[src/rtl/instr_prefetch_queue_pkg.sv]
// Shared constants and types for the instruction prefetch queue:
// bubble encoding, prefetch FSM state codes and the FIFO entry layout.
package instr_prefetch_queue_pkg;

    localparam logic [0:31] NOP_WORD = 32'h0000_0015;

    localparam logic [1:0] ST_IDLE   = 2'd0;
    localparam logic [1:0] ST_BUSY   = 2'd1;
    localparam logic [1:0] ST_SQUASH = 2'd2;

    typedef struct packed {
        logic [0:31] instr;
        logic [0:31] pc;
    } fifo_entry_t;

    // Sequential fetch advance; wraps silently at 2^32.
    function automatic logic [0:31] next_pc(input logic [0:31] pc);
        return pc + 32'd4;
    endfunction

endpackage

[src/rtl/instr_prefetch_queue_if.sv]
// Instruction-memory request/acknowledge bus between the prefetch queue
// (master) and the instruction memory (slave).
interface instr_prefetch_queue_if;
    logic        imem_req;
    logic [0:31] imem_addr;
    logic        imem_ack;
    logic [0:31] imem_rdata;

    modport master (output imem_req, output imem_addr, input imem_ack, input imem_rdata);
    modport slave  (input imem_req, input imem_addr, output imem_ack, output imem_rdata);
endinterface

[src/rtl/instr_prefetch_queue_prefetch_fifo.sv]
// Depth-entry FIFO of {instruction, pc} pairs with flush; flush overrides
// push and pop, and pop of an empty FIFO is ignored.
module prefetch_fifo
    import instr_prefetch_queue_pkg::*;
#(
    parameter  int DEPTH = 4,
    localparam int AW    = $clog2(DEPTH)
) (
    input  logic        clk,
    input  logic        reset,
    input  logic        flush,
    input  logic        push,
    input  fifo_entry_t push_data,
    input  logic        pop,
    output fifo_entry_t head,
    output logic [0:AW] count,
    output logic        empty
);

    localparam int              ONE     = 1;
    localparam logic [AW-1:0]   PTR_ONE = ONE[AW-1:0];
    localparam logic [0:AW]     CNT_ONE = ONE[AW:0];
    localparam logic [0:AW]     FULL    = DEPTH[AW:0];

    logic [AW-1:0] head_r;
    logic [AW-1:0] tail_r;
    logic [0:AW]   count_r;
    fifo_entry_t   mem_r [DEPTH];
    logic          do_push_s;
    logic          do_pop_s;

    // Qualify push/pop against occupancy.
    always_comb begin
        do_push_s = push & (count_r != FULL);
        do_pop_s  = pop & (count_r != {(AW+1){1'b0}});
    end

    // Pointer and occupancy tracking.
    always_ff @(posedge clk or posedge reset) begin
        if (reset) begin
            head_r  <= {AW{1'b0}};
            tail_r  <= {AW{1'b0}};
            count_r <= {(AW+1){1'b0}};
        end else if (flush) begin
            head_r  <= {AW{1'b0}};
            tail_r  <= {AW{1'b0}};
            count_r <= {(AW+1){1'b0}};
        end else begin
            if (do_push_s) tail_r <= tail_r + PTR_ONE;
            if (do_pop_s)  head_r <= head_r + PTR_ONE;
            case ({do_push_s, do_pop_s})
                2'b10:   count_r <= count_r + CNT_ONE;
                2'b01:   count_r <= count_r - CNT_ONE;
                default: count_r <= count_r;
            endcase
        end
    end

    // Entry storage.
    always_ff @(posedge clk or posedge reset) begin
        if (reset) begin
            for (int i = 0; i < DEPTH; i++) mem_r[i] <= 64'h0;
        end else if (do_push_s && !flush) begin
            mem_r[tail_r] <= push_data;
        end
    end

    assign head  = mem_r[head_r];
    assign count = count_r;
    assign empty = (count_r == {(AW+1){1'b0}});

endmodule

[src/rtl/instr_prefetch_queue.sv]
// Sequential instruction prefetcher: one outstanding memory request at a time,
// responses buffered with their PCs, flushed and restarted on redirect.
module instr_prefetch_queue
    import instr_prefetch_queue_pkg::*;
#(
    parameter  logic [0:31] InitAddress = 32'h0,
    parameter  int          Depth       = 4,
    localparam int          AW          = $clog2(Depth)
) (
    input  logic                          clk,
    input  logic                          reset,
    input  logic                          redirect,
    input  logic [0:31]                   redirect_pc,
    input  logic                          deq,
    instr_prefetch_queue_if.master        imem,
    output logic [0:31]                   Instruction,
    output logic [0:31]                   InstrPC,
    output logic                          valid,
    output logic [0:AW]                   count
);

    localparam logic [AW+1:0] DEPTH_W = Depth[AW+1:0];

    logic [1:0]   state_r, state_nx_s;
    logic [0:31]  fpc_r, fpc_nx_s;
    logic [0:31]  req_addr_r, req_addr_nx_s;
    logic [0:31]  last_pc_r;
    logic         push_s, pop_eff_s, busy_s, empty_s;
    logic         space_s, space_after_s;
    logic [AW+1:0] occ_s;
    logic [0:AW]  count_s;
    fifo_entry_t  head_s;

    prefetch_fifo #(.DEPTH(Depth)) u_fifo (
        .clk       (clk),
        .reset     (reset),
        .flush     (redirect),
        .push      (push_s),
        .push_data ('{instr: imem.imem_rdata, pc: req_addr_r}),
        .pop       (deq & ~redirect),
        .head      (head_s),
        .count     (count_s),
        .empty     (empty_s)
    );

    // The in-flight request reserves a FIFO slot before its data returns.
    always_comb begin
        busy_s        = (state_r != ST_IDLE);
        pop_eff_s     = deq & ~empty_s;
        occ_s         = {1'b0, count_s} + {{(AW+1){1'b0}}, busy_s};
        space_s       = occ_s < DEPTH_W;
        space_after_s = (occ_s - {{(AW+1){1'b0}}, pop_eff_s}) < DEPTH_W;
    end

    // Prefetch FSM next-state.
    always_comb begin
        state_nx_s    = state_r;
        fpc_nx_s      = fpc_r;
        req_addr_nx_s = req_addr_r;
        push_s        = 1'b0;
        case (state_r)
            ST_IDLE: begin
                if (redirect) begin
                    fpc_nx_s = redirect_pc;
                end else if (space_s) begin
                    req_addr_nx_s = fpc_r;
                    fpc_nx_s      = next_pc(fpc_r);
                    state_nx_s    = ST_BUSY;
                end else begin
                    state_nx_s = ST_IDLE;
                end
            end
            ST_BUSY: begin
                if (redirect) begin
                    fpc_nx_s   = redirect_pc;
                    state_nx_s = imem.imem_ack ? ST_IDLE : ST_SQUASH;
                end else if (imem.imem_ack) begin
                    push_s = 1'b1;
                    if (space_after_s) begin
                        req_addr_nx_s = fpc_r;
                        fpc_nx_s      = next_pc(fpc_r);
                        state_nx_s    = ST_BUSY;
                    end else begin
                        state_nx_s = ST_IDLE;
                    end
                end else begin
                    state_nx_s = ST_BUSY;
                end
            end
            ST_SQUASH: begin
                if (redirect) fpc_nx_s = redirect_pc;
                else          fpc_nx_s = fpc_r;
                if (imem.imem_ack) state_nx_s = ST_IDLE;
                else               state_nx_s = ST_SQUASH;
            end
            default: state_nx_s = ST_IDLE;
        endcase
    end

    // State, fetch PC, request address and held head PC.
    always_ff @(posedge clk or posedge reset) begin
        if (reset) begin
            state_r    <= ST_IDLE;
            fpc_r      <= InitAddress;
            req_addr_r <= InitAddress;
            last_pc_r  <= 32'h0;
        end else begin
            state_r    <= state_nx_s;
            fpc_r      <= fpc_nx_s;
            req_addr_r <= req_addr_nx_s;
            last_pc_r  <= empty_s ? last_pc_r : head_s.pc;
        end
    end

    assign imem.imem_req  = (state_r == ST_BUSY) || (state_r == ST_SQUASH);
    assign imem.imem_addr = req_addr_r;
    assign Instruction    = empty_s ? NOP_WORD : head_s.instr;
    assign InstrPC        = empty_s ? last_pc_r : head_s.pc;
    assign valid          = ~empty_s;
    assign count          = count_s;

endmodule

[src/flat_wrapper.sv]
// flat-port wrapper written by rule: the top's interface ports become plain ports
module instr_prefetch_queue_flat import instr_prefetch_queue_pkg::*;
#(
    parameter  logic [0:31] InitAddress = 32'h0,
    parameter  int          Depth       = 4,
    localparam int          AW          = $clog2(Depth)
)
  (clk, reset, redirect, redirect_pc, deq, Instruction, InstrPC, valid, count, imem_imem_req, imem_imem_addr, imem_imem_ack, imem_imem_rdata);
  instr_prefetch_queue_if imem_i ();
  input  logic clk;
  input  logic reset;
  input  logic redirect;
  input  logic [0:31] redirect_pc;
  input  logic deq;
  output logic [0:31] Instruction;
  output logic [0:31] InstrPC;
  output logic valid;
  output logic [0:AW] count;
  output wire logic [$bits(imem_i.imem_req)-1:0] imem_imem_req;
  output wire logic [$bits(imem_i.imem_addr)-1:0] imem_imem_addr;
  input wire logic [$bits(imem_i.imem_ack)-1:0] imem_imem_ack;
  input wire logic [$bits(imem_i.imem_rdata)-1:0] imem_imem_rdata;
  assign imem_imem_req = imem_i.imem_req;
  assign imem_imem_addr = imem_i.imem_addr;
  assign imem_i.imem_ack = imem_imem_ack;
  assign imem_i.imem_rdata = imem_imem_rdata;
  instr_prefetch_queue #(.InitAddress(InitAddress), .Depth(Depth)) u_core (.clk(clk), .reset(reset), .redirect(redirect), .redirect_pc(redirect_pc), .deq(deq), .imem(imem_i), .Instruction(Instruction), .InstrPC(InstrPC), .valid(valid), .count(count));
endmodule
[config.mk]
export PLATFORM = sky130hd
export DESIGN_NAME = instr_prefetch_queue_flat
export DESIGN_NICKNAME = d
export VERILOG_FILES = /design/src/rtl/instr_prefetch_queue_pkg.sv /design/src/rtl/instr_prefetch_queue_if.sv /design/src/rtl/instr_prefetch_queue_prefetch_fifo.sv /design/src/rtl/instr_prefetch_queue.sv /design/src/flat_wrapper.sv
export SDC_FILE = /design/constraint.sdc
export NUM_CORES = 1
export LEC_CHECK = 0
export ABC_AREA = 0
export CAP_MARGIN = 30
export CORE_MARGIN = 3
export CORE_UTILIZATION = 23
export CTS_BUF_LIST = sky130_fd_sc_hd__clkbuf_16
export CTS_CLUSTER_SIZE = 10
export DETAILED_ROUTE_END_ITERATION = 8
export PLACE_DENSITY_LB_ADDON = 0.08
export SLEW_MARGIN = 20
export SYNTH_ARGS = -nofsm -noshare
export SYNTH_HDL_FRONTEND = slang
export SYNTH_SLANG_ARGS = --single-unit
[constraint.sdc]
create_clock -name clk -period 11.9 [get_ports clk]
set_clock_uncertainty 0.05 [all_clocks]
set_input_delay 2.38 -clock clk [delete_from_list [all_inputs] [get_ports clk]]
set_output_delay 2.38 -clock clk [all_outputs]
set_load 0.05 [all_outputs]
; After elaboration in Yosys (flattened, before gate mapping)
; Cells that the tools add are included.
[totals]
latch_bits = 0
n_memories = 0
output_inout_bits = 101
wordCells = 101
mem_bits_ro = 0
ramBits = 0
register_bits = 361
input_bits = 69
[classes]
mul = 0
bitwise = 8
eq_ne = 14
reduce_logical = 15
div = 0
add_sub_neg = 7
n_mux = 37
shift = 0
order_cmp = 5
[ops]
columns = operator, count
row1 = $mux W32, 13
row2 = $bwmux W256, 1
row3 = $mux W64, 3
row4 = $bmux W64 S2, 1
row5 = $demux W64 S2, 1
row6 = $pmux W32 S3, 1
row7 = $pmux W32 S2, 1
row8 = $add A32 B3 Y32 const B, 1
row9 = $mux W2, 7
row10 = $reduce_bool A3 Y1, 3
row11 = $lt A4 B3 Y1 const B, 2
row12 = $ne A2 B2 Y1 const B, 4
row13 = $reduce_bool A2 Y1, 4
row14 = $ge A3 B3 Y1 const B, 2
row15 = $mux W1, 6
row16 = $ne A3 B2 Y1 const B, 2
row17 = $ne A3 B3 Y1 const B, 2
row18 = $not A2 Y3, 2
row19 = $pmux W2 S3, 1
row20 = $pmux W3 S2, 1
row21 = $reduce_and A6 Y1, 1
row22 = $reduce_and A5 Y1, 1
row23 = $add A2 B1 Y2 const B, 2
row24 = $add A3 B1 Y4, 1
row25 = other kinds (15), 23

; Depth between registers and ports, before layout
[depth]
depth_word = 9
mapped_depth = 13

; Cells and area by module
; Synthesis repeated with hierarchy kept, for this count alone.
[hier_totals]
cells_unflattened = 1143
hier_area_um2 = 16814.9
[modules_own_cells]
columns = mod, cells_each, seq_area_each_um2, area_per_inst_um2, n_inst
row1 = prefetch_fifo, 682, 6581.3, 11975.2, 1
row2 = instr_prefetch_queue, 461, 2452.4, 4839.6, 1

; Least setup slack after synthesis
; Ideal clock, no wire load.
[synth_path]
kind = register to output
start = register u_core.u_fifo.count_r (netlist bit u_core.u_fifo.count[0])
end = output InstrPC[1] (netlist bit)
path_slack_ps = 7125
arrival_ps = 2345
stages_incl_launch_ff = 7
required_ps = 9470
path_cell_list = dfrtp_1 buf_2 nor3_2 clkinv_1 clkbuf_1 nand2_1 nand2_1
[synth_via]
elab_chain_len = 2
[synth_rtl]
columns = element, line
row1 = from (decl), instr_prefetch_queue_prefetch_fifo.sv:27  ; logic [0:AW] count_r;
row2 = from (signal assigned), instr_prefetch_queue_prefetch_fifo.sv:43  ; count_r <= {(AW+1){1'b0}};
row3 = from (signal assigned), instr_prefetch_queue_prefetch_fifo.sv:47  ; count_r <= {(AW+1){1'b0}};
row4 = from (signal assigned), instr_prefetch_queue_prefetch_fifo.sv:52  ; 2'b10: count_r <= count_r + CNT_ONE;
row5 = $logic_not A3 Y1, instr_prefetch_queue_prefetch_fifo.sv:70  ; assign empty = (count_r == {(AW+1){1'b0}});
row6 = $mux W32, -
row7 = to (decl), flat_wrapper.sv:16  ; output logic [0:31] InstrPC;
; Every way passes these cells.

; Worst setup path after layout
[layout_path]
start = register u_core.u_fifo.head_r[0]
end = output InstrPC[13] (netlist bit)
[layout_via]
elab_chain_len = 5
[layout_rtl]
columns = element, line
row1 = from (decl), instr_prefetch_queue_prefetch_fifo.sv:25  ; logic [AW-1:0] head_r;
row2 = from (signal assigned), instr_prefetch_queue_prefetch_fifo.sv:41  ; head_r <= {AW{1'b0}};
row3 = from (signal assigned), instr_prefetch_queue_prefetch_fifo.sv:45  ; head_r <= {AW{1'b0}};
row4 = from (signal assigned), instr_prefetch_queue_prefetch_fifo.sv:50  ; if (do_pop_s) head_r <= head_r + PTR_ONE;
row5 = $not A2 Y3 (not written as such), instr_prefetch_queue_prefetch_fifo.sv:68  ; assign head = mem_r[head_r];
row6 = $bmux W64 S2, instr_prefetch_queue_prefetch_fifo.sv:68
row7 = $mux W64 (not written as such) (2 in series), instr_prefetch_queue_prefetch_fifo.sv:68
row8 = $mux W32, -
; Every way passes these cells. The select of a mux whose other input is x is not followed.

==> summary.txt <==
Run status
  • Result of the run: finished clean

Clocking
  • TritonCTS clock tree: done
  • Clock slew at reported path FFs: 0.06 ns
  • Number of buffers created by CTS: 47
  • Number of hold buffers added after CTS: 0
  • Number of gates resized after CTS: 0
  • Clock sink count: 361
  • Maximum count of clock buffers along a single path: 3
  • Number of buffers inserted by post-CTS setup repair: 0
  • Clock latency on the worst-skew pair: 0.57 ns
  • Root cell of the clock tree: sky130_fd_sc_hd__clkbuf_16
  • Level count of the clock H-tree: 2

Worst setup path
  • CP max FO: 27
  • Path type of the worst setup path: register to output port
  • Startpoint types: register
  • Worst endpoint data arrival time: 3.68 ns
  • Kind of end point of the critical path: output port
  • Required time reported for the critical path endpoint: 9.47 ns

Floorplanning
  • Count of pins on the block boundary: 170
  • Die extent in y: 272 um
  • Effective utilization at floorplan: 0.235
  • Die Area: 74000 um2
  • Die outline width: 272 um
  • Std cell rows: 96
  • Area of the core region: 69300 um2

Synth
  • Cells after Synth: 1206
  • Sequential cell area fraction in the yosys report: 0.555
  • Total standard cell area after synthesis: 16300 um2
  • Portion of synthesized cell area occupied by the leading cell type: 0.555
  • Leading cell types by total area after synthesis: sky130_fd_sc_hd__dfrtp_1 55%, sky130_fd_sc_hd__mux2_2 20%, sky130_fd_sc_hd__mux4_2 8.9%
  • Number of distinct library cells after synthesis: 51
  • Fraction of registers with async set or reset after synthesis: 1.00
  • Synthesized Nets: 1288
  • Post-synth top cells: 361 x sky130_fd_sc_hd__dfrtp_1, 288 x sky130_fd_sc_hd__mux2_2, 150 x sky130_fd_sc_hd__nand2_1
  • Leading cell type by number of instances after synthesis: sky130_fd_sc_hd__dfrtp_1
  • Number of warnings reported in the yosys synthesis log: 0
  • Cell accounting for the most synthesized area: sky130_fd_sc_hd__dfrtp_1
  • Count of flip-flops with a built-in enable after synthesis: 0
  • Main flop type after synthesis: sky130_fd_sc_hd__dfrtp_1
  • Register bit total from synthesis: 361
  • Average size of a mapped cell: 13.5 um2

Layout
  • Total inserted antenna cells: 0
  • Final design utilization: 0.295
  • Area growth syn-to-layout: 25.8%
  • Area taken by multi-input logic gates: 6920 um2
  • Number of fill cells: 7066
  • Fraction of final layout cells sized beyond drive strength 1: 0.318
  • Final layout net count: 1454
  • Sequential cell area: 9040 um2

Place
  • Placer's final routability congestion estimate: 0.702
  • DP HPWL: 29300 um
  • Quantity of I/O buffers inserted on ports: 169

Global routing
  • Antenna violations before repair: 0
  • Largest net degree at the start of global routing: 153
  • Global-route wire length before repair: 73500 um
  • Global routing usage summed across all routing layers: 0.130
  • Overflow left after global routing: 0
  • Vias in the first global route: 11200

Power
  • Power density of the placed cells: 283 nW/um2
  • Peak VDD IR: 0.000141 V
  • Overall power after layout: 5.80 mW
  • Standby leakage power: 9.08 nW

Timing
  • Fmax: 0.164 GHz
  • Transition time at the pin with the least slew margin: 0.970 ns
  • Share of the cycle needed by the critical path after routing: 0.514
  • Final max-slew violation count: 0
  • Clock period minus worst slack: 6.11 ns
  • Final setup fails: 0
  • Sum Neg Setup Slack: 0 ns
  • Relative slew margins: 0.353
  • Final Hold Vio Count: 0
  • RSZ-0062 raised after global routing: false

Route
  • Detailed-routing iteration count for the pre-antenna-repair pass: 4
  • Aggregate routed wire length: 47600 um
  • Post-route ant nets: 0
  • Via total after detailed routing: 10300
  • Total DRC errors in the routed layout: 0
  • Detailed-route vias per instance: 4.42
  • Drt initial violations: 443
  • Routed wire length per instance: 20.4 um

Job
  • Number of violations of the max-capacitance limit: 0

Hold path
  • Hold/Removal Path Class: register to register
-- cell families after synthesis --
kind of cell	after synthesis	share of synthesized area
compound gates	121	0.0431
simple gates	263	0.0759
mux	356	0.291
xor+xnor	4	0.00215
fa+ha+maj	13	0.0105
buf+inv	88	0.0230
flops	361	0.555
-- cell type report --
cell class	instances	share of cell area
sequential	361	0.441
multi-input combinational	757	0.338
timing repair buffer	190	0.0941
clock buffer	49	0.0599
tap	931	0.0569
clock inverter	30	0.00703
inverter	15	0.00293
-- metrics by stage --
stage / cell area, um2 / worst slack, ns / instances / hold slack [ns]
after global routing: 20500 / 5.48 / 2333 / 0.436
after CTS: 20500 / 5.60 / 2333 / 0.416
final: 20500 / 5.79 / 2333 / 0.411
after global placement: 19000 / 6.01 / 2250 / 0.397
after detailed placement: 19100 / 6.23 / 2254 / 0.403
after floorplan: 16300 / 4.63 / 1206 / 0.412
-- flip-flops by register name, summed over array words and instances (netlist names) --
name and count:
u_core.last_pc_r 32, u_core.u_fifo.mem_r 256, u_core.u_fifo.tail_r 2, u_core.u_fifo.head_r 2
u_core.u_fifo.count 3, u_core.fpc_r 32, u_core.state_r 2, u_core.imem.imem_addr 32
-- worst max-delay path, cell delays in order (launching register included) --
cell and delay (ns):
sky130_fd_sc_hd__dfrtp_4 0.85, sky130_fd_sc_hd__buf_4 0.48, sky130_fd_sc_hd__buf_16 0.28, sky130_fd_sc_hd__mux4_2 0.54, sky130_fd_sc_hd__nand2_1 0.08, sky130_fd_sc_hd__nand2_1 0.11
sky130_fd_sc_hd__clkdlybuf4s50_1 0.73
-- placed cells by master, fill, tap and decap left out, drive strengths merged, types with 2 or more instances in the layout --
cell and instances:
a21boi 4, a21o 2, a21oi 54, a2bb2oi 2, a31oi 6, a32o 2
and2 31, and3 3, buf 21, clkbuf 49, clkdlybuf4s50 169, clkinv 11
clkinvlp 2, dfrtp 361, ha 12, inv 31, mux2 289, mux2i 3
mux4 64, nand2 150, nand2b 3, nand3 28, nand4 9, nor2 20
nor3 2, nor4 2, nor4b 3, o21ai 32, o22ai 9, o31ai 3
or2 4, or3 4, xor2 4
-- power breakdown --
part           switching [mW]  internal (mW)  leakage [nW]
Sequential              0.350           1.62          4.65
Combinational            1.51           1.03          3.70
Clock                   0.537          0.752         0.728
-- per-layer routing --
metal | track usage | part of all wire | vias up | wire (um)
li1 | - | - | 4693 | -
met1 | 0.179 | 0.47 | 5385 | 22400
met2 | 0.212 | 0.47 | 162 | 22600
met3 | 0.0252 | 0.036 | 62 | 1690
met4 | 0.0313 | 0.020 | 0 | 936
met5 | 0 | 0 | - | 0
-- worst paths after layout --
kind,start,to,slack [ns],cells after the start
max,u_core.u_fifo.head_r[0],InstrPC[13],5.79,6
min,u_core.last_pc_r[17],u_core.last_pc_r[17],0.41,2
max reg2reg,u_core.state_r[0],u_core.imem.imem_addr[19],8.19,11
min reg2reg,u_core.last_pc_r[17],u_core.last_pc_r[17],0.41,2
max in group asynchronous,reset,u_core.u_fifo.mem_r[66],8.27,4
min in group asynchronous,reset,u_core.u_fifo.mem_r[216],2.07,2
Power figures use the tool's default switching activity.
